### src/rtl/axi_ram_fill_engine_if.sv
// axi_ram_fill_engine_if: AXI4 write-channel bundle (AW/W/B) between the fill master and the RAM slave.
interface axi_ram_fill_engine_if #(
    parameter int ADDR_WIDTH = 17,
    parameter int DATA_WIDTH = 64,
    parameter int STRB_WIDTH = DATA_WIDTH / 8
);
    logic [ADDR_WIDTH-1:0] awaddr;
    logic [7:0]            awlen;
    logic                  awvalid;
    logic                  awready;
    logic [DATA_WIDTH-1:0] wdata;
    logic [STRB_WIDTH-1:0] wstrb;
    logic                  wlast;
    logic                  wvalid;
    logic                  wready;
    logic [1:0]            bresp;
    logic                  bvalid;
    logic                  bready;
    modport master (
        output awaddr, awlen, awvalid, wdata, wstrb, wlast, wvalid, bready,
        input  awready, wready, bresp, bvalid
    );
    modport slave (
        input  awaddr, awlen, awvalid, wdata, wstrb, wlast, wvalid, bready,
        output awready, wready, bresp, bvalid
    );
endinterface

### src/rtl/axi_ram_fill_engine.sv
// axi_ram_fill_engine: AXI4 burst writer filling RAM with a constant pattern, bursts split at 4 KB.
// Define FILL_INCREMENT_EN to write pattern + global beat index instead of a constant.
module axi_ram_fill_engine #(
    parameter int DATA_WIDTH = 64,
    parameter int ADDR_WIDTH = 17,
    parameter int STRB_WIDTH = DATA_WIDTH / 8,
    parameter int MAX_BURST  = 16,
    parameter int CNT_WIDTH  = 16
) (
    input  logic                  clk,
    input  logic                  rst,
    input  logic                  start,
    input  logic [ADDR_WIDTH-1:0] base_addr,
    input  logic [CNT_WIDTH-1:0]  num_beats,
    input  logic [DATA_WIDTH-1:0] pattern,
    output logic                  busy,
    output logic                  done,
    output logic                  error,
    axi_ram_fill_engine_if.master m_axi
);
    localparam int SZ = $clog2(STRB_WIDTH);
    localparam int W  = CNT_WIDTH > 13 ? CNT_WIDTH : 13;
    typedef enum logic [1:0] {IDLE, ADDR, DATA, RESP} state_t;
    state_t state, state_nx;
    logic [ADDR_WIDTH-1:0] addr;
    logic [CNT_WIDTH-1:0]  remaining;
    logic [DATA_WIDTH-1:0] pat;
    logic [8:0]            beats, beat_cnt;
    logic                  err, done_r, last_burst;
    logic [W-1:0]          to_bnd, cap, blen;
`ifdef FILL_INCREMENT_EN
    logic [DATA_WIDTH-1:0] idx;
`endif
    // Burst length from registered addr/remaining, so awlen stays stable while ADDR waits.
    always_comb begin
        to_bnd = W'((13'h1000 - {1'b0, addr[11:0]}) >> SZ);
        cap    = to_bnd < W'(MAX_BURST) ? to_bnd : W'(MAX_BURST);
        blen   = W'(remaining) < cap ? W'(remaining) : cap;
    end
    assign last_burst = remaining == CNT_WIDTH'(beats) || m_axi.bresp != 2'b00;
    always_ff @(posedge clk or posedge rst)
        if (rst) state <= IDLE;
        else     state <= state_nx;
    always_comb begin
        state_nx = state;
        case (state)
            IDLE:    if (start && num_beats != '0) state_nx = ADDR;
            ADDR:    if (m_axi.awready) state_nx = DATA;
            DATA:    if (m_axi.wready && beat_cnt == 9'd1) state_nx = RESP;
            RESP:    if (m_axi.bvalid) state_nx = last_burst ? IDLE : ADDR;
            default: state_nx = IDLE;
        endcase
    end
    always_ff @(posedge clk or posedge rst)
        if (rst) begin
            addr      <= '0;
            remaining <= '0;
            pat       <= '0;
            beats     <= '0;
            beat_cnt  <= '0;
            err       <= 1'b0;
            done_r    <= 1'b0;
`ifdef FILL_INCREMENT_EN
            idx       <= '0;
`endif
        end else begin
            done_r <= 1'b0;
            case (state)
                IDLE: if (start) begin
                    err       <= 1'b0;
                    done_r    <= num_beats == '0;
                    addr      <= base_addr & ~ADDR_WIDTH'(STRB_WIDTH - 1);
                    remaining <= num_beats;
                    pat       <= pattern;
`ifdef FILL_INCREMENT_EN
                    idx       <= '0;
`endif
                end
                ADDR: if (m_axi.awready) begin
                    beats    <= 9'(blen);
                    beat_cnt <= 9'(blen);
                end
                DATA: if (m_axi.wready) begin
                    beat_cnt <= beat_cnt - 9'd1;
`ifdef FILL_INCREMENT_EN
                    idx      <= idx + DATA_WIDTH'(1);
`endif
                end
                RESP: if (m_axi.bvalid) begin
                    addr      <= addr + (ADDR_WIDTH'(beats) << SZ);
                    remaining <= remaining - CNT_WIDTH'(beats);
                    err       <= err | (m_axi.bresp != 2'b00);
                    done_r    <= last_burst;
                end
                default: ;
            endcase
        end
    always_comb begin
        busy          = state != IDLE;
        done          = done_r;
        error         = err;
        m_axi.awvalid = state == ADDR;
        m_axi.awaddr  = addr;
        m_axi.awlen   = state == ADDR ? 8'(blen - W'(1)) : 8'd0;
        m_axi.wvalid  = state == DATA;
        m_axi.wlast   = state == DATA && beat_cnt == 9'd1;
`ifdef FILL_INCREMENT_EN
        m_axi.wdata   = pat + idx;
`else
        m_axi.wdata   = pat;
`endif
        m_axi.bready  = state == RESP;
    end
    assign m_axi.wstrb = '1;
endmodule

### src/flat_wrapper.sv
// flat-port wrapper written by rule: the top's interface ports become plain ports
module axi_ram_fill_engine_flat 
#(
    parameter int DATA_WIDTH = 64,
    parameter int ADDR_WIDTH = 17,
    parameter int STRB_WIDTH = DATA_WIDTH / 8,
    parameter int MAX_BURST  = 16,
    parameter int CNT_WIDTH  = 16
)
  (clk, rst, start, base_addr, num_beats, pattern, busy, done, error, m_axi_awaddr, m_axi_awlen, m_axi_awvalid, m_axi_wdata, m_axi_wstrb, m_axi_wlast, m_axi_wvalid, m_axi_bready, m_axi_awready, m_axi_wready, m_axi_bresp, m_axi_bvalid);
  axi_ram_fill_engine_if #(.ADDR_WIDTH(ADDR_WIDTH), .DATA_WIDTH(DATA_WIDTH), .STRB_WIDTH(STRB_WIDTH)) m_axi_i ();
  input  logic clk;
  input  logic rst;
  input  logic start;
  input  logic [ADDR_WIDTH-1:0] base_addr;
  input  logic [CNT_WIDTH-1:0] num_beats;
  input  logic [DATA_WIDTH-1:0] pattern;
  output logic busy;
  output logic done;
  output logic error;
  output wire logic [$bits(m_axi_i.awaddr)-1:0] m_axi_awaddr;
  output wire logic [$bits(m_axi_i.awlen)-1:0] m_axi_awlen;
  output wire logic [$bits(m_axi_i.awvalid)-1:0] m_axi_awvalid;
  output wire logic [$bits(m_axi_i.wdata)-1:0] m_axi_wdata;
  output wire logic [$bits(m_axi_i.wstrb)-1:0] m_axi_wstrb;
  output wire logic [$bits(m_axi_i.wlast)-1:0] m_axi_wlast;
  output wire logic [$bits(m_axi_i.wvalid)-1:0] m_axi_wvalid;
  output wire logic [$bits(m_axi_i.bready)-1:0] m_axi_bready;
  input wire logic [$bits(m_axi_i.awready)-1:0] m_axi_awready;
  input wire logic [$bits(m_axi_i.wready)-1:0] m_axi_wready;
  input wire logic [$bits(m_axi_i.bresp)-1:0] m_axi_bresp;
  input wire logic [$bits(m_axi_i.bvalid)-1:0] m_axi_bvalid;
  assign m_axi_awaddr = m_axi_i.awaddr;
  assign m_axi_awlen = m_axi_i.awlen;
  assign m_axi_awvalid = m_axi_i.awvalid;
  assign m_axi_wdata = m_axi_i.wdata;
  assign m_axi_wstrb = m_axi_i.wstrb;
  assign m_axi_wlast = m_axi_i.wlast;
  assign m_axi_wvalid = m_axi_i.wvalid;
  assign m_axi_bready = m_axi_i.bready;
  assign m_axi_i.awready = m_axi_awready;
  assign m_axi_i.wready = m_axi_wready;
  assign m_axi_i.bresp = m_axi_bresp;
  assign m_axi_i.bvalid = m_axi_bvalid;
  axi_ram_fill_engine #(.DATA_WIDTH(DATA_WIDTH), .ADDR_WIDTH(ADDR_WIDTH), .STRB_WIDTH(STRB_WIDTH), .MAX_BURST(MAX_BURST), .CNT_WIDTH(CNT_WIDTH)) u_core (.clk(clk), .rst(rst), .start(start), .base_addr(base_addr), .num_beats(num_beats), .pattern(pattern), .busy(busy), .done(done), .error(error), .m_axi(m_axi_i));
endmodule
### config.mk
export PLATFORM = sky130hd
export DESIGN_NAME = axi_ram_fill_engine_flat
export DESIGN_NICKNAME = d
export VERILOG_FILES = /design/src/rtl/axi_ram_fill_engine_if.sv /design/src/rtl/axi_ram_fill_engine.sv /design/src/flat_wrapper.sv
export SDC_FILE = /design/constraint.sdc
export NUM_CORES = 1
export LEC_CHECK = 0
export ABC_AREA = 1
export BUFFER_PORTS_ARGS = -buffer_cell sky130_fd_sc_hd__buf_4
export CORE_ASPECT_RATIO = 0.5
export CORE_MARGIN = 1
export CORE_UTILIZATION = 44
export DETAILED_ROUTE_END_ITERATION = 16
export GPL_TIMING_DRIVEN = 0
export PLACE_DENSITY = 0.8
export REMOVE_ABC_BUFFERS = 1
export SYNTH_ARGS = -nofsm -noshare
export SYNTH_HDL_FRONTEND = slang
export SYNTH_SLANG_ARGS = --single-unit
### constraint.sdc
create_clock -name clk -period 3.6 [get_ports clk]
set_input_delay 0.18 -clock clk [delete_from_list [all_inputs] [get_ports clk]]
set_output_delay 0.18 -clock clk [all_outputs]
set_load 0.02 [all_outputs]
==> reports/summary.txt, run 1 <==
RUN STATUS
------------------------------------------------------------------------------------------
Status                                                                        finished with violations
Failing checks                                                                negative setup slack

FINAL LAYOUT
------------------------------------------------------------------------------------------
Area growth from synthesis to final layout                                           53.3%
Filler cells                                                                          1039
Post-route cell area                                                             10200 µm²
Finished Core Util                                                                   69.8%
Number of antenna repair diodes                                                          0
Most frequent standard cell in the layout excluding fill and tap cells             nand2_1
Highest-count cells in the layout ignoring fill and taps                      nand2_1, buf_4, dfrtp_1
Share of layout cells above drive strength 1                                         29.3%
Final layout net count                                                                1309
Cell Count, Final, Fillers Out                                                        1376

GRT
------------------------------------------------------------------------------------------
Overflow left after global routing                                                       0
Global-route wire length before repair                                             33.9 mm
Number of global-route vias before repair                                             7165
GRT Overall Usage                                                                    27.6%
Maximum number of pins on one net before global-route repair                            74
Initial antenna violation count                                                          0

DETAILED ROUTING
------------------------------------------------------------------------------------------
Mean routed wirelength per cell                                                    16.0 µm
Topmost layer with routed signal wires                                                met4
Length of the first detailed-routing pass in iterations                                  5
Final antenna-violating net count                                                        0
Via count of the routed design                                                        7226
Detail Route met3 WL                                                               1.69 mm
Detailed-routing wirelength on met1                                                8.33 mm
DRC Markers                                                                              0
Violation count after the first detailed-routing iteration                             569
Routed met2 length                                                                 11.2 mm
Final routed wirelength across all metal layers                                    22.0 mm
Via density per instance                                                              5.25

YOSYS
------------------------------------------------------------------------------------------
Cell area after synthesis                                                         6660 µm²
Average cell area after synthesis                                                 7.63 µm²
Cell count after synthesis                                                             873
Sequential share of the synthesized area                                             43.6%
Number of library cell types mapped by synthesis                                        39
Number of storage elements in the synthesis netlist                                    116
Count of warnings emitted by yosys                                                       0

PLACEMENT
------------------------------------------------------------------------------------------
Count of port buffers added during placement                                           194
Routability congestion estimate from global placement                                0.916
Worst setup slack before clock tree synthesis                                     -1100 ps
Cell Count Post-Placement                                                             1241
Placement Cell Area                                                               8290 µm²
Sum of net half-perimeters after detailed placement                                12.6 mm

CLOCK NETWORK
------------------------------------------------------------------------------------------
TritonCTS clock tree                                                                  done
Clk buf depth                                                                            2
Clk sinks                                                                              116
Clock insertion delay at the later pin of the skew report                           410 ps
Num CTS Buffers                                                                         17
CTS root buffer                                                                  clkbuf_16
Count of H-tree levels built during CTS                                                  4
Clock edge transition at the registers on the reported setup and hold paths          60 ps

FLOORPLAN
------------------------------------------------------------------------------------------
Die X                                                                               176 µm
Overall die height                                                                 89.0 µm
Starting Density                                                                     45.5%
Std cell rows                                                                           31
I/O pin count                                                                          209
Core ar.                                                                         14600 µm²
Full die area                                                                    15700 µm²

STA
------------------------------------------------------------------------------------------
Tightest slew margin relative to the limit                                           37.6%
Actual slew at the worst max-slew pin                                               936 ps
Setup violations, final                                                                  4
Number of max-slew violations in the final report                                        0
Final critical-path required period                                                3670 ps
Fin. Hold Viols                                                                          0
Worst-case clock skew                                                              9.92 ps
Unrepaired setup endpoints after global routing                                       true
Final critical-path share of the clock period                                         102%
Smallest setup slack after layout                                                 -74.8 ps
Worst hold margin                                                                  17.5 ps
FMAX                                                                             0.272 GHz

WORST SETUP PATH
------------------------------------------------------------------------------------------
Kind of critical path                                                           reg -> out
CP Launch Type                                                                    register
CP max stage delay                                                                  420 ps
Critical path fanouts, max                                                               5
Top cell by count, worst path                                                      nand2_2
CP endpoint kind                                                                output pin
Slowest stage cell on the critical path                                            dfrtp_2
Reg2reg setup slack                                                                 390 ps
Required time reported for the critical path endpoint                              3420 ps
CP arrival                                                                         3490 ps
Cells on worst reg2reg path                                                              7

POWER AND IR DROP
------------------------------------------------------------------------------------------
Worst VDD drop                                                                    0.539 mV
Internal Pwr Total                                                                 5050 µW
Share of power burned in combinational logic                                         54.6%
Net switching power figure                                                         4270 µW
Cell Pwr Density                                                                913 nW/µm²
Clock share of power                                                                 19.5%
Switch share                                                                         45.8%
Flop pwr share                                                                       25.8%
Lkg Pwr                                                                         0.00525 µW

WORST HOLD PATH
------------------------------------------------------------------------------------------
Count of cells along the worst hold path                                                 3
Type of the most critical hold path                                              in -> reg

RUN
------------------------------------------------------------------------------------------
Max_cap viols                                                                            0

-- cells in the mapped netlist, drive strengths merged --
cell	instances	area [µm²]
a2111oi	1	27.5
or2	6	37.5
ha	36	450
buf	14	101
nand4	9	56.3
o221ai	2	17.5
nor2	54	218
xor2	14	123
o41ai	1	8.76
a21oi	44	220
nand2	314	1220
clkbuf	27	101
a211oi	2	15.0
o21ai	77	389
a21o	1	7.51
a22oi	1	7.51
nor4	2	12.5
o22ai	5	31.3
nand3b	2	15.0
a31oi	3	18.8
dfrtp	116	2900
nand3	29	145
clkinv	1	3.75
xnor2	2	17.5
o21bai	2	15.0
nor3	5	25.0
conb	2	7.51
fa	2	40.0
a2bb2oi	1	8.76
o211ai	11	82.6
and3	1	6.26
inv	86	323
-- kinds of logic after synthesis --
logic type | share of synthesized area, %
and+or+nand+nor | 26.1
AOI/OAI and AO/OA | 12.8
DFF | 43.6
xor gates and xnor gates | 2.10
other | 0.113
adders and majority gates | 7.37
buffers and inverters | 7.95
-- through the flow --
| step | setup TNS, ps | power [µW] |
|---|---|---|
| CTS | -1.17 | 8930 |
| global route | -1370 | 9960 |
| finish | -211 | 9320 |
| detailed placement | -28570 | 6760 |
| global placement | -220530 | 6580 |
| floorplan | 0 | 5200 |
-- path summary, 6_finish.rpt --
check                                            start                      to
worst max-delay path            u_core.m_axi.awaddr[3]          m_axi_awlen[3]
worst max register to register         u_core.state[0]     u_core.remaining[3]
worst min register to register  u_core.m_axi.wdata[39]  u_core.m_axi.wdata[39]
min in group asynchronous                          rst  u_core.m_axi.wdata[53]
worst min-delay path                      base_addr[5]  u_core.m_axi.awaddr[5]
max in group asynchronous                          rst  u_core.m_axi.awaddr[6]
-- final cells by class --
cell class              instances  area [µm²]  area share [%]
clock buffers                  17         425            4.17
clock inverters                14         203            1.99
inverters                      87         344            3.37
multi-input cells             643        3560            34.9
flip-flops and latches        116        2910            28.5
well taps                     198         248            2.43
repair buffers                299        2500            24.5
repair inverters                2        12.5           0.123
-- power groups by stage --
| stage | sequential, µW | clock (µW) | combinational, µW |
|---|---|---|---|
| after floorplan | 2790 | 0 | 2410 |
| after global placement | 2360 | 0 | 4230 |
| after detailed placement | 2370 | 0 | 4390 |
| after CTS | 2360 | 1840 | 4730 |
| after global routing | 2470 | 1910 | 5570 |
| final | 2410 | 1820 | 5090 |
-- registers in the layout, indices dropped and copies added, names as in the netlist --
name and cells:
u_core.done 1, u_core.m_axi.awaddr 14, u_core.beat_cnt 9, u_core.error 1, u_core.beats 9, u_core.state 2, u_core.remaining 16, u_core.m_axi.wdata 64
-- layer usage --
| metal | vias to the layer above | track usage (%) |
|---|---|---|
| met3 | 76 | 6.85 |
| met4 | 0 | 12.2 |
| met1 | 3388 | 31.5 |
| li1 | 3373 | - |
| met2 | 389 | 50.3 |
| met5 | - | 0 |
-- critical path, delay by kind of cell (launching register included) --
family	cells	cell delay, ps
buffers and inverters	7	730
and+or+nand+nor	15	1280
AOI/OAI and AO/OA	3	320
DFF	1	420
adders and majority gates	2	340
-- repair_timing --
| action | CTS | global route |
|---|---|---|
| endpoints found under the setup margin | 39 | 34 |
| buffers inserted | 28 | 11 |
| cloned | 2 | 0 |
| hold buffers | 65 | 0 |
| pin swaps | 20 | 26 |
| hold endpoints to repair | 107 | 0 |
| gates resized for setup | 46 | 46 |
Power figures use the tool's default switching activity.
==> run 2: changes to the inputs <==
- CTS_CLUSTER_SIZE: not set -> 28
- REMOVE_ABC_BUFFERS: 1 -> not set
==> reports/summary.txt, run 2 (synthesized netlist as in run 1, its figures left out) <==
POWER AND IR DROP
------------------------------------------------------------------------------------------
Clock share of power                                                                 19.0%   -0.5 points
Worst VDD drop                                                                    0.471 mV   -13%
Share of power burned in combinational logic                                         55.2%   +0.6 points
Flop pwr share                                                                       25.7%   about the same
Switch share                                                                         47.2%   +1.4 points
Internal Pwr Total                                                                 4950 µW   -1.9%
Cell Pwr Density                                                                913 nW/µm²   about the same
Lkg Pwr                                                                         0.00531 µW   +1.1%
Final total power                                                                  9370 µW   +0.63%
Net switching power figure                                                         4420 µW   +3.7%

STA
------------------------------------------------------------------------------------------
Final critical-path required period                                                3720 ps   +41.7 ps
FMAX                                                                             0.269 GHz   -1.1%
Actual slew at the worst max-slew pin                                               721 ps   -214 ps
Unrepaired setup endpoints after global routing                                       true
Worst hold margin                                                                  17.6 ps   +0.0833 ps
Setup violations, final                                                                  5   +1
Tightest slew margin relative to the limit                                           51.9%   +14 points
Worst-case clock skew                                                              9.85 ps   -0.0726 ps
Number of max-slew violations in the final report                                        0   unchanged
Final critical-path share of the clock period                                         103%   +1.2 points
Fin. Hold Viols                                                                          0   unchanged
Smallest setup slack after layout                                                  -116 ps   -41.7 ps

FLOORPLAN
------------------------------------------------------------------------------------------
Overall die height                                                                 89.0 µm   unchanged
Full die area                                                                    15700 µm²   unchanged
Std cell rows                                                                           31   unchanged
Starting Density                                                                     45.5%   unchanged
I/O pin count                                                                          209   unchanged
Core ar.                                                                         14600 µm²   unchanged
Die X                                                                               176 µm   unchanged

CLOCK NETWORK
------------------------------------------------------------------------------------------
Clk buf depth                                                                            2   unchanged
Count of H-tree levels built during CTS                                                  4   unchanged
Clock insertion delay at the later pin of the skew report                           420 ps   about the same
Clock edge transition at the registers on the reported setup and hold paths          60 ps   about the same
TritonCTS clock tree                                                                  done
CTS root buffer                                                                  clkbuf_16
Num CTS Buffers                                                                         17   unchanged
Clk sinks                                                                              116   unchanged

GRT
------------------------------------------------------------------------------------------
Overflow left after global routing                                                       0   unchanged
GRT Overall Usage                                                                    29.3%   +1.7 points
Initial antenna violation count                                                          1   +1
Maximum number of pins on one net before global-route repair                            76   +2.7%
Number of global-route vias before repair                                             7354   +2.6%
Global-route wire length before repair                                             35.6 mm   +5.2%

WORST SETUP PATH
------------------------------------------------------------------------------------------
CP Launch Type                                                                    register
Top cell by count, worst path                                                      nand2_2
Cells on worst reg2reg path                                                             22   +15
CP max stage delay                                                                  370 ps   -50 ps
Critical path fanouts, max                                                               4   -1
Slowest stage cell on the critical path                                            dfrtp_1
Kind of critical path                                                           reg -> out
Required time reported for the critical path endpoint                              3420 ps   about the same
CP arrival                                                                         3540 ps   +50 ps
CP endpoint kind                                                                output pin

FINAL LAYOUT
------------------------------------------------------------------------------------------
Area growth from synthesis to final layout                                           54.2%
Filler cells                                                                          1056   +1.6%
Max reg flops                                                                           64   unchanged
Final layout net count                                                                1343   +2.6%
Share of layout cells above drive strength 1                                         28.8%   -0.52 points
Most frequent standard cell in the layout excluding fill and tap cells             nand2_1
Highest-count cells in the layout ignoring fill and taps                      nand2_1, buf_4, dfrtp_1

RUN STATUS
------------------------------------------------------------------------------------------
Failing checks                                                                negative setup slack
Status                                                                        finished with violations

PLACEMENT
------------------------------------------------------------------------------------------
Sum of net half-perimeters after detailed placement                                14.5 mm   +15%
Count of port buffers added during placement                                           194   unchanged
Routability congestion estimate from global placement                                0.949   +3.6%

WORST HOLD PATH
------------------------------------------------------------------------------------------
Count of cells along the worst hold path                                                 3   unchanged
Type of the most critical hold path                                              in -> reg

DETAILED ROUTING
------------------------------------------------------------------------------------------
DRC Markers                                                                              0   unchanged
Via count of the routed design                                                        7509   +3.9%
Via density per instance                                                              5.31   +1.2%
Length of the first detailed-routing pass in iterations                                  6   +1
Mean routed wirelength per cell                                                    16.7 µm   +4.5%
Violation count after the first detailed-routing iteration                             617   +8.4%
Final routed wirelength across all metal layers                                    23.6 mm   +7.3%
Final antenna-violating net count                                                        0   unchanged

RUN
------------------------------------------------------------------------------------------
Max_cap viols                                                                            0   unchanged

## run 2: cell type report
type | instances | area (µm²) | area share [%]
Clock buffer | 17 | 425 | 4.14
Sequential cell | 116 | 2910 | 28.3
Clock inverter | 15 | 180 | 1.75
Antenna cell | 2 | 5.00 | 0.0487
Timing Repair Buffer | 294 | 2420 | 23.6
Multi-Input combinational cell | 643 | 3540 | 34.5
Buffer | 41 | 206 | 2.01
Inverter | 87 | 334 | 3.25
Tap cell | 198 | 248 | 2.41
## run 2: path summary, 6_finish.rpt
path,start,end,slack (ps)
max reg2reg,u_core.m_axi.awaddr[4],u_core.beats[3],630
max in group asynchronous,rst,u_core.m_axi.wdata[42],2510
min,base_addr[4],u_core.m_axi.awaddr[4],20
max,u_core.m_axi.awaddr[4],m_axi_awlen[6],-120
min reg2reg,u_core.m_axi.wdata[22],u_core.m_axi.wdata[22],480
min in group asynchronous,rst,u_core.state[0],360
## run 2: timing repair
action                                 4_1_cts  5_1_grt
setup buffers                               26        9
gates resized for setup                     35       46
pin swaps                                   19       24
endpoints found under the hold margin      105        0
setup endpoints to repair                    8        8
hold buffers                                65        0
## run 2: worst max-delay path: cells and delay by family, from the launching register on
kind | cells | cell delay, ps
AO/OA/AOI/OAI | 1 | 170
adder cells (fa/ha/maj) | 3 | 580
flip-flops | 1 | 370
AND/OR/NAND/NOR | 17 | 1380
buffers and inverters | 6 | 610
## run 2: layer usage
layer / wire length (µm) / track usage (%) / vias to the layer above
met3: 1780 / 6.68 / 109
met4: 1070 / 15.5 / 0
met2: 11500 / 51.3 / 433
met5: 0 / 0 / -
met1: 9270 / 34.5 / 3530
li1: - / - / 3437
## run 2: power by group through the flow
stage	Sequential (µW)	Combinational, µW	Clock, µW
after floorplan	2790	2490	0
after global placement	2360	4380	0
after detailed placement	2370	4530	0
after CTS	2360	4810	1790
after global routing	2470	5620	1880
final	2410	5180	1780
## run 2: stage by stage
step / cell area [µm²] / setup TNS [ps] / instances / worst slack (ps) / util, %
after global routing: 10300 / -1440 / 1412 / -297 / 70.2
after detailed placement: 8450 / -519 / 1280 / -244 / 57.8
after CTS: 10000 / -208 / 1402 / -63.0 / 68.6
after global placement: 8420 / -124530 / 1279 / -1070 / 57.6
after floorplan: 6710 / 0 / 887 / 49.9 / -
final: 10300 / -432 / 1413 / -116 / 70.2
